===== config.mk =====
export PLATFORM = sky130hd
export DESIGN_NAME = vga_fb_arbiter_flat
export DESIGN_NICKNAME = d
export VERILOG_FILES = /design/src/rtl/vga_fb_mem_if.sv /design/src/rtl/vga_fb_arbiter.sv /design/src/flat_wrapper.sv
export SDC_FILE = /design/constraint.sdc
export NUM_CORES = 1
export LEC_CHECK = 0
export BUFFER_PORTS_ARGS = -buffer_cell sky130_fd_sc_hd__clkbuf_2
export CAP_MARGIN = 20
export CORE_ASPECT_RATIO = 0.7
export CORE_UTILIZATION = 45
export DETAILED_ROUTE_END_ITERATION = 8
export PLACE_DENSITY = 0.66
export SYNTH_ARGS = -nofsm -noshare
export SYNTH_HDL_FRONTEND = slang
export SYNTH_SLANG_ARGS = --single-unit

===== constraint.sdc =====
create_clock -name clk100_i -period 3.48 [get_ports clk100_i]
set_input_delay 0.348 -clock clk100_i [delete_from_list [all_inputs] [get_ports clk100_i]]
set_output_delay 0.348 -clock clk100_i [all_outputs]
set_load 0.1 [all_outputs]

===== src/rtl/vga_fb_mem_if.sv =====
// Single-port frame/tile memory bus as seen from the arbiter (master) and the macro (slave).
interface vga_fb_mem_if #(
    parameter int ADDR_W = 16,
    parameter int DATA_W = 8
);
    logic              en;
    logic              we;
    logic [ADDR_W-1:0] addr;
    logic [DATA_W-1:0] wdata;
    logic [DATA_W-1:0] rdata;

    modport master (output en, we, addr, wdata, input rdata);
    modport slave  (input en, we, addr, wdata, output rdata);
endinterface


===== src/rtl/vga_fb_arbiter.sv =====
// Frame memory arbiter: display line bursts with priority, throttled every FAIR_GAP words
// so the game and sprite ports (round-robin between themselves) cannot starve.
//
// state    | meaning
// ST_IDLE  | no burst issuing; accepts disp_req_i, otherwise serves game/sprite by RR
// ST_BURST | issuing display reads base+idx; one RR slot inserted after FAIR_GAP words
module vga_fb_arbiter #(
    parameter int ADDR_W     = 16,
    parameter int DATA_W     = 8,
    parameter int LINE_WORDS = 160,
    parameter int FAIR_GAP   = 8
) (
    input  logic                          clk100_i,
    input  logic                          rst_n_i,
    input  logic                          disp_req_i,
    input  logic [ADDR_W-1:0]             disp_base_i,
    output logic                          disp_busy_o,
    output logic                          disp_wr_o,
    output logic [$clog2(LINE_WORDS)-1:0] disp_idx_o,
    output logic [DATA_W-1:0]             disp_data_o,
    output logic                          disp_done_o,
    output logic                          disp_miss_o,
    input  logic                          gm_req_i,
    input  logic                          gm_we_i,
    input  logic [ADDR_W-1:0]             gm_addr_i,
    input  logic [DATA_W-1:0]             gm_wdata_i,
    output logic                          gm_gnt_o,
    output logic                          gm_rvalid_o,
    output logic [DATA_W-1:0]             gm_rdata_o,
    input  logic                          sp_req_i,
    input  logic [ADDR_W-1:0]             sp_addr_i,
    output logic                          sp_gnt_o,
    output logic                          sp_rvalid_o,
    output logic [DATA_W-1:0]             sp_rdata_o,
    vga_fb_mem_if.master                  mem
);
    localparam int IDX_W = $clog2(LINE_WORDS);
    localparam int GAP_W = $clog2(FAIR_GAP + 1);
    localparam logic [IDX_W-1:0] LAST_IDX = IDX_W'(LINE_WORDS - 1);
    localparam logic [GAP_W-1:0] GAP_MAX  = GAP_W'(FAIR_GAP);

    typedef enum logic {ST_IDLE, ST_BURST} state_t;

    state_t            state_q, state_d;
    logic [ADDR_W-1:0] base_q, base_d;
    logic [IDX_W-1:0]  idx_q, idx_d;
    logic [GAP_W-1:0]  gap_q, gap_d;
    logic              rr_q, rr_d;
    logic              busy_q, busy_d;
    logic              miss_q, miss_d;
    logic              en_q, en_d, we_q, we_d;
    logic [ADDR_W-1:0] addr_q, addr_d;
    logic [DATA_W-1:0] wdata_q, wdata_d;
    logic              gm_gnt_q, gm_gnt_d, sp_gnt_q, sp_gnt_d;
    logic              iss_disp_q, iss_disp_d, iss_last_q, iss_last_d;
    logic [IDX_W-1:0]  iss_idx_q, iss_idx_d;
    logic              disp_wr_q, disp_wr_d, done_q, done_d;
    logic [IDX_W-1:0]  disp_idx_q, disp_idx_d;
    logic              gm_rvalid_q, gm_rvalid_d, sp_rvalid_q, sp_rvalid_d;
    logic [DATA_W-1:0] disp_hold_q, disp_hold_d, gm_hold_q, gm_hold_d, sp_hold_q, sp_hold_d;

    logic gm_elig, sp_elig, pick_sp, disp_start, do_rr;

    always_comb begin
        state_d    = state_q;
        base_d     = base_q;
        idx_d      = idx_q;
        gap_d      = gap_q;
        rr_d       = rr_q;
        busy_d     = busy_q;
        en_d       = 1'b0;
        we_d       = 1'b0;
        addr_d     = addr_q;
        wdata_d    = wdata_q;
        gm_gnt_d   = 1'b0;
        sp_gnt_d   = 1'b0;
        iss_disp_d = 1'b0;
        iss_last_d = 1'b0;
        iss_idx_d  = iss_idx_q;
        do_rr      = 1'b0;

        // A port granted last cycle sits out this one, so the RR partner gets the slot.
        gm_elig    = gm_req_i & ~gm_gnt_q;
        sp_elig    = sp_req_i & ~sp_gnt_q;
        pick_sp    = sp_elig & (~gm_elig | rr_q);
        disp_start = disp_req_i & ~busy_q & (state_q == ST_IDLE);
        miss_d     = disp_req_i & busy_q;

        case (state_q)
            ST_IDLE: begin
                if (disp_start) begin
                    base_d     = disp_base_i;
                    en_d       = 1'b1;
                    addr_d     = disp_base_i;
                    iss_disp_d = 1'b1;
                    iss_idx_d  = '0;
                    idx_d      = IDX_W'(1);
                    gap_d      = GAP_W'(1);
                    busy_d     = 1'b1;
                    state_d    = ST_BURST;
                end else begin
                    do_rr = 1'b1;
                end
            end
            ST_BURST: begin
                if ((gap_q == GAP_MAX) && (gm_elig | sp_elig)) begin
                    do_rr = 1'b1;
                    gap_d = '0;
                end else begin
                    en_d       = 1'b1;
                    addr_d     = base_q + ADDR_W'(idx_q);
                    iss_disp_d = 1'b1;
                    iss_idx_d  = idx_q;
                    gap_d      = (gap_q == GAP_MAX) ? gap_q : gap_q + 1'b1;
                    if (idx_q == LAST_IDX) begin
                        iss_last_d = 1'b1;
                        idx_d      = '0;
                        gap_d      = '0;
                        state_d    = ST_IDLE;
                    end else begin
                        idx_d = idx_q + 1'b1;
                    end
                end
            end
            default: state_d = ST_IDLE;
        endcase

        if (do_rr && (gm_elig | sp_elig)) begin
            en_d = 1'b1;
            if (pick_sp) begin
                sp_gnt_d = 1'b1;
                addr_d   = sp_addr_i;
                rr_d     = 1'b0;
            end else begin
                gm_gnt_d = 1'b1;
                we_d     = gm_we_i;
                addr_d   = gm_addr_i;
                wdata_d  = gm_wdata_i;
                rr_d     = 1'b1;
            end
        end

        // busy stays up until the cycle after the last word lands in the line buffer
        if (done_q) busy_d = 1'b0;
    end

    always_comb begin
        disp_wr_d   = iss_disp_q;
        disp_idx_d  = iss_disp_q ? iss_idx_q : disp_idx_q;
        done_d      = iss_disp_q & iss_last_q;
        gm_rvalid_d = gm_gnt_q & ~we_q;
        sp_rvalid_d = sp_gnt_q;
        disp_hold_d = disp_wr_q   ? mem.rdata : disp_hold_q;
        gm_hold_d   = gm_rvalid_q ? mem.rdata : gm_hold_q;
        sp_hold_d   = sp_rvalid_q ? mem.rdata : sp_hold_q;
    end

    always_ff @(posedge clk100_i or negedge rst_n_i) begin
        if (!rst_n_i) begin
            state_q     <= ST_IDLE;
            base_q      <= '0;
            idx_q       <= '0;
            gap_q       <= '0;
            rr_q        <= 1'b0;
            busy_q      <= 1'b0;
            miss_q      <= 1'b0;
            en_q        <= 1'b0;
            we_q        <= 1'b0;
            addr_q      <= '0;
            wdata_q     <= '0;
            gm_gnt_q    <= 1'b0;
            sp_gnt_q    <= 1'b0;
            iss_disp_q  <= 1'b0;
            iss_last_q  <= 1'b0;
            iss_idx_q   <= '0;
            disp_wr_q   <= 1'b0;
            disp_idx_q  <= '0;
            done_q      <= 1'b0;
            gm_rvalid_q <= 1'b0;
            sp_rvalid_q <= 1'b0;
            disp_hold_q <= '0;
            gm_hold_q   <= '0;
            sp_hold_q   <= '0;
        end else begin
            state_q     <= state_d;
            base_q      <= base_d;
            idx_q       <= idx_d;
            gap_q       <= gap_d;
            rr_q        <= rr_d;
            busy_q      <= busy_d;
            miss_q      <= miss_d;
            en_q        <= en_d;
            we_q        <= we_d;
            addr_q      <= addr_d;
            wdata_q     <= wdata_d;
            gm_gnt_q    <= gm_gnt_d;
            sp_gnt_q    <= sp_gnt_d;
            iss_disp_q  <= iss_disp_d;
            iss_last_q  <= iss_last_d;
            iss_idx_q   <= iss_idx_d;
            disp_wr_q   <= disp_wr_d;
            disp_idx_q  <= disp_idx_d;
            done_q      <= done_d;
            gm_rvalid_q <= gm_rvalid_d;
            sp_rvalid_q <= sp_rvalid_d;
            disp_hold_q <= disp_hold_d;
            gm_hold_q   <= gm_hold_d;
            sp_hold_q   <= sp_hold_d;
        end
    end

    // Read data is forwarded from the macro in its valid cycle and held afterwards.
    assign disp_busy_o = busy_q;
    assign disp_wr_o   = disp_wr_q;
    assign disp_idx_o  = disp_idx_q;
    assign disp_data_o = disp_wr_q ? mem.rdata : disp_hold_q;
    assign disp_done_o = done_q;
    assign disp_miss_o = miss_q;
    assign gm_gnt_o    = gm_gnt_q;
    assign gm_rvalid_o = gm_rvalid_q;
    assign gm_rdata_o  = gm_rvalid_q ? mem.rdata : gm_hold_q;
    assign sp_gnt_o    = sp_gnt_q;
    assign sp_rvalid_o = sp_rvalid_q;
    assign sp_rdata_o  = sp_rvalid_q ? mem.rdata : sp_hold_q;
    assign mem.en      = en_q;
    assign mem.we      = we_q;
    assign mem.addr    = addr_q;
    assign mem.wdata   = wdata_q;
endmodule


===== src/flat_wrapper.sv =====
// flat-port wrapper written by rule: the top's interface ports become plain ports
module vga_fb_arbiter_flat 
#(
    parameter int ADDR_W     = 16,
    parameter int DATA_W     = 8,
    parameter int LINE_WORDS = 160,
    parameter int FAIR_GAP   = 8
)
  (clk100_i, rst_n_i, disp_req_i, disp_base_i, disp_busy_o, disp_wr_o, disp_idx_o, disp_data_o, disp_done_o, disp_miss_o, gm_req_i, gm_we_i, gm_addr_i, gm_wdata_i, gm_gnt_o, gm_rvalid_o, gm_rdata_o, sp_req_i, sp_addr_i, sp_gnt_o, sp_rvalid_o, sp_rdata_o, mem_en, mem_we, mem_addr, mem_wdata, mem_rdata);
  vga_fb_mem_if #(.ADDR_W(ADDR_W), .DATA_W(DATA_W)) mem_i ();
  input  logic clk100_i;
  input  logic rst_n_i;
  input  logic disp_req_i;
  input  logic [ADDR_W-1:0] disp_base_i;
  output logic disp_busy_o;
  output logic disp_wr_o;
  output logic [$clog2(LINE_WORDS)-1:0] disp_idx_o;
  output logic [DATA_W-1:0] disp_data_o;
  output logic disp_done_o;
  output logic disp_miss_o;
  input  logic gm_req_i;
  input  logic gm_we_i;
  input  logic [ADDR_W-1:0] gm_addr_i;
  input  logic [DATA_W-1:0] gm_wdata_i;
  output logic gm_gnt_o;
  output logic gm_rvalid_o;
  output logic [DATA_W-1:0] gm_rdata_o;
  input  logic sp_req_i;
  input  logic [ADDR_W-1:0] sp_addr_i;
  output logic sp_gnt_o;
  output logic sp_rvalid_o;
  output logic [DATA_W-1:0] sp_rdata_o;
  output wire logic [$bits(mem_i.en)-1:0] mem_en;
  output wire logic [$bits(mem_i.we)-1:0] mem_we;
  output wire logic [$bits(mem_i.addr)-1:0] mem_addr;
  output wire logic [$bits(mem_i.wdata)-1:0] mem_wdata;
  input wire logic [$bits(mem_i.rdata)-1:0] mem_rdata;
  assign mem_en = mem_i.en;
  assign mem_we = mem_i.we;
  assign mem_addr = mem_i.addr;
  assign mem_wdata = mem_i.wdata;
  assign mem_i.rdata = mem_rdata;
  vga_fb_arbiter #(.ADDR_W(ADDR_W), .DATA_W(DATA_W), .LINE_WORDS(LINE_WORDS), .FAIR_GAP(FAIR_GAP)) u_core (.clk100_i(clk100_i), .rst_n_i(rst_n_i), .disp_req_i(disp_req_i), .disp_base_i(disp_base_i), .disp_busy_o(disp_busy_o), .disp_wr_o(disp_wr_o), .disp_idx_o(disp_idx_o), .disp_data_o(disp_data_o), .disp_done_o(disp_done_o), .disp_miss_o(disp_miss_o), .gm_req_i(gm_req_i), .gm_we_i(gm_we_i), .gm_addr_i(gm_addr_i), .gm_wdata_i(gm_wdata_i), .gm_gnt_o(gm_gnt_o), .gm_rvalid_o(gm_rvalid_o), .gm_rdata_o(gm_rdata_o), .sp_req_i(sp_req_i), .sp_addr_i(sp_addr_i), .sp_gnt_o(sp_gnt_o), .sp_rvalid_o(sp_rvalid_o), .sp_rdata_o(sp_rdata_o), .mem(mem_i));
endmodule

==> summary.md <==
| Metric | Value |
|---|---|
| ANT cells | `0` |
| Die ar. | `11700 um^2` |
| Setup bufs post-CTS | `0` |
| GRT met3 Usage | `roughly 6.2%` |
| Clk_skew | `6.61 ps` |
| H-tree depth | `3` |
| Clock Sinks | `around 110` |
| Chip Height | `90.8 um` |
| Violation count after the first detailed-route iteration | `254` |
| Clock root buffer | `clkbuf_16` |
| TritonCTS buffer count | `9` |
| Final hold slack | `60.7 ps` |
| Combinational power share | `54.2%` |
| NetSw | `3.57 mW` |
| Max Freq | `411 MHz` |
| Final worst path period share | `70.0%` |
| Reg2Reg Depth | `8` |
| Post-Syn Instances | `494` |
| First-pass GRT wire length | `20700 um` |
| Pin count of the biggest net entering global routing | `61` |
| Mapped Area | `5070 um^2` |
| Gr ovfl total | `0` |
| Worst-Margin Slew | `884 ps` |
| Post-CTS Resized | `0` |
| CTS Hold Bufs | `0` |
| Bufs on Longest Clock Path | `2` |
| Crit-path slowest cell | `dfrtp_1` |
| Met2 Use GR | `roughly 33%` |
| Cell Area, Placed | `5870 um^2` |
| Grt peak-use layer | `met1` |
| Vias | `4190` |
| Layout cells sized above 1 | `32.5%` |
| Die width | `129 um` |
| Reg2reg start | `u_core.idx_q[0]` |
| Clk Latency, worst-skew pair | `~350 ps` |
| CP Capture Type | `flip-flop` |
| Initial antenna violation count | `0` |
| Critical path arrival | `2640 ps` |
| Crit path time final | `2430 ps` |
| Vias in the first global route | `3925` |
| Synth top area cells | `dfrtp_1 (52%), nand2_1 (9.0%), mux2_2 (7.5%), o21ai_0 (3.5%), ha_1 (2.7%)` |
| Worst Path Max Fanout | `6` |
| Net Sw Frac | `a little over half` |
| Seq/Total Area, Yosys | `52.3%` |
| Finish-stage setup viols | `0` |
| Nets | `704` |
| Peak supply drop | `slightly above 700 uV` |
| Grt met1 use | `roughly a third` |
| Synth Flop Type | `dfrtp_1` |
| Core area | `between 10000 and 15000 um^2` |
| CP startpoint kind | `flip-flop` |
| Hold Fails Final Rpt | `0` |
| Relative slew slack | `41.1%` |
| Synth Warn # | `0` |
| Drt wl/cell | `16.7 um` |
| Setup crit start | `u_core.idx_q[0]` |
| Port Buffers | `about 140` |
| Worst-path cell chain | `ha_1, fa_1, a21o_1, a221oi_2, o22ai_1, nand3_1, xor2_1, o22ai_1` |
| Top-level I/O count | `136` |
| Synthesized flop and latch total | `106` |
| Post-synth top area share | `52.3%` |
| Mean post-synth cell area | `10.3 um^2` |
| Clock Power Share | `16.5%` |
| Synthesized Nets | `between 500 and 600` |
| RSZ-0062 raised after global routing | `no` |
| Via/cell ratio | `5.37` |
| Setup TNS | `0 ps` |
| Reg2reg end | `u_core.mem.addr[14]` |
| Setup CP Type | `reg -> reg` |
| Cell taking the most area after synthesis | `dfrtp_1` |
| Synth async-reset ratio | `100%` |
| Post-synth EDFFs | `0` |
| Clk pin slew, worst setup/hold paths | `around 80 ps` |
| Pwr Total | `6.52 mW` |
| DR DRC count | `0` |
| Count of pins over their slew limit | `0` |
| Most common cell on crit path | `o22ai_1` |
| Starting Density | `46.1%` |
| Worst stage delay on the critical path | `approximately 430 ps` |
| Final weighted congestion in routability-driven placement | `0.933` |
| Critical Path Sink | `u_core.mem.addr[14]` |
| Status | `finished clean` |
| Hold Crit Class | `in -> async` |
| Syn-to-layout area delta | `21.9%` |
| Internal | `between 2 and 3 mW` |
| Routed Wire Length | `13000 um` |
| Maxcap violations | `0` |
| Leak | `3.15 nW` |
| Post-DRT Antenna Nets | `0` |
| Site row count | `32` |
| CTS tree | `yes` |
| Pwr/cell area | `1050 nW/um^2` |
| Yosys cell types | `58` |
| GRT Util Overall | `23.4%` |
| Seq pwr share | `approximately 29%` |
| DP HPWL | `9660 um` |
| Final Cell Area | `6190 um^2` |
| 1st-pass router iterations | `5` |
| Register-to-Register Setup Slack | `~1000 ps` |
| Worst path required time | `3680 ps` |
==> stage by stage <==
step                worst slack (ps)  utilization [%]  cells
floorplan                       1210                -    494
global placement                1200             53.3    764
detailed placement              1120             53.3    764
CTS                             1070             56.2    780
global route                     820             56.2    780
finish                          1050             56.2    780
==> power by group through the flow <==
stage	Clock, mW	Sequential, mW	Combinational, mW
4_1_cts	1.10	1.91	3.53
6_report	1.07	1.91	3.53
3_5_place_dp	0	1.94	3.52
3_3_place_gp	0	1.92	3.48
5_1_grt	1.14	1.97	3.72
2_1_floorplan	0	3.04	1.79
==> per-layer routing <==
metal / wire (um) / up-vias / part of all wire (%)
met5: 0 / - / 0
met4: 218 / 0 / 1.7
met3: 1040 / 22 / 8.0
met2: 5480 / 184 / 42
met1: 6270 / 2003 / 48
li1: - / 1981 / -
==> placed cells by master (no fill, tap or decap), types with 2 or more instances in the layout <==
cell,count
mux2_2,34
nand2b_1,4
nor2b_1,4
o21ai_0,35
o22ai_1,11
and3_1,8
inv_1,5
and2_1,4
nand2_1,121
a21o_1,4
a221oi_1,6
mux2i_1,7
clkbuf_16,9
dfrtp_1,106
a221oi_2,3
nor2_1,27
a31oi_1,3
a22o_1,2
and4_1,4
nand4_1,3
xor2_1,4
o21ai_1,2
buf_4,6
a21oi_1,16
inv_6,4
o21a_1,2
nand3_1,9
ha_1,11
clkbuf_2,134
xnor2_1,8
nor3b_1,2
==> cell usage after synthesis, drive strengths merged (8+ instances only) <==
master    n
dfrtp   106
o21ai    37
nor2     27
clkbuf   15
ha       11
nand3     9
mux2     34
and3      8
a21oi    16
xnor2     8
nand2   122
o22ai    11
buf       8
a221oi   10
==> kinds of logic after synthesis <==
kind of cell | Yosys count | synth area share (%)
AOI/OAI and AO/OA | 99 | 13.2
xor gates and xnor gates | 12 | 2.07
adders and majority gates | 12 | 3.11
buffers and inverters | 30 | 2.74
DFF | 106 | 52.3
muxes | 41 | 8.93
and+or+nand+nor | 194 | 17.7
==> worst min path at each step <==
stage | from | endpoint | slack (ps) | cells after the start
floorplan | rst_n_i | u_core.base_q[0] | 50 | 0
global placement | u_core.sp_gnt_o | u_core.sp_rvalid_o | 410 | 0
detailed placement | u_core.sp_gnt_o | u_core.sp_rvalid_o | 410 | 0
CTS | rst_n_i | u_core.mem.wdata[6] | 80 | 1
global route | rst_n_i | u_core.mem.wdata[6] | 120 | 1
finish | rst_n_i | u_core.mem.wdata[6] | 60 | 1
==> sequential cells by signal (all words and copies together) (netlist names), 4 cells and up <==
register and count:
u_core.disp_hold_q 8, u_core.idx_q 8, u_core.sp_hold_q 8, u_core.base_q 16, u_core.mem.wdata 8, u_core.gap_q 4, u_core.disp_idx_o 8, u_core.iss_idx_q 8
u_core.mem.addr 16, u_core.gm_hold_q 8
==> critical path, delay by kind of cell (launching register included) <==
family                   cells  cell delay (ps)
XOR/XNOR                     1              210
adder cells (fa/ha/maj)      2              650
AND/OR/NAND/NOR              1              150
flip-flops                   1              430
AO/OA/AOI/OAI                4              840
==> cell type report <==
class                      instances  area (um^2)
sequential                       106         2650
timing repair buffer             140          716
tap                              153          191
clock buffer                       9          225
multi-input combinational        358         2280
inverter                           7         28.8
fill                             975         4820
clock inverter                     7         90.1
No activity file was read; power rests on OpenSTA's default activity.
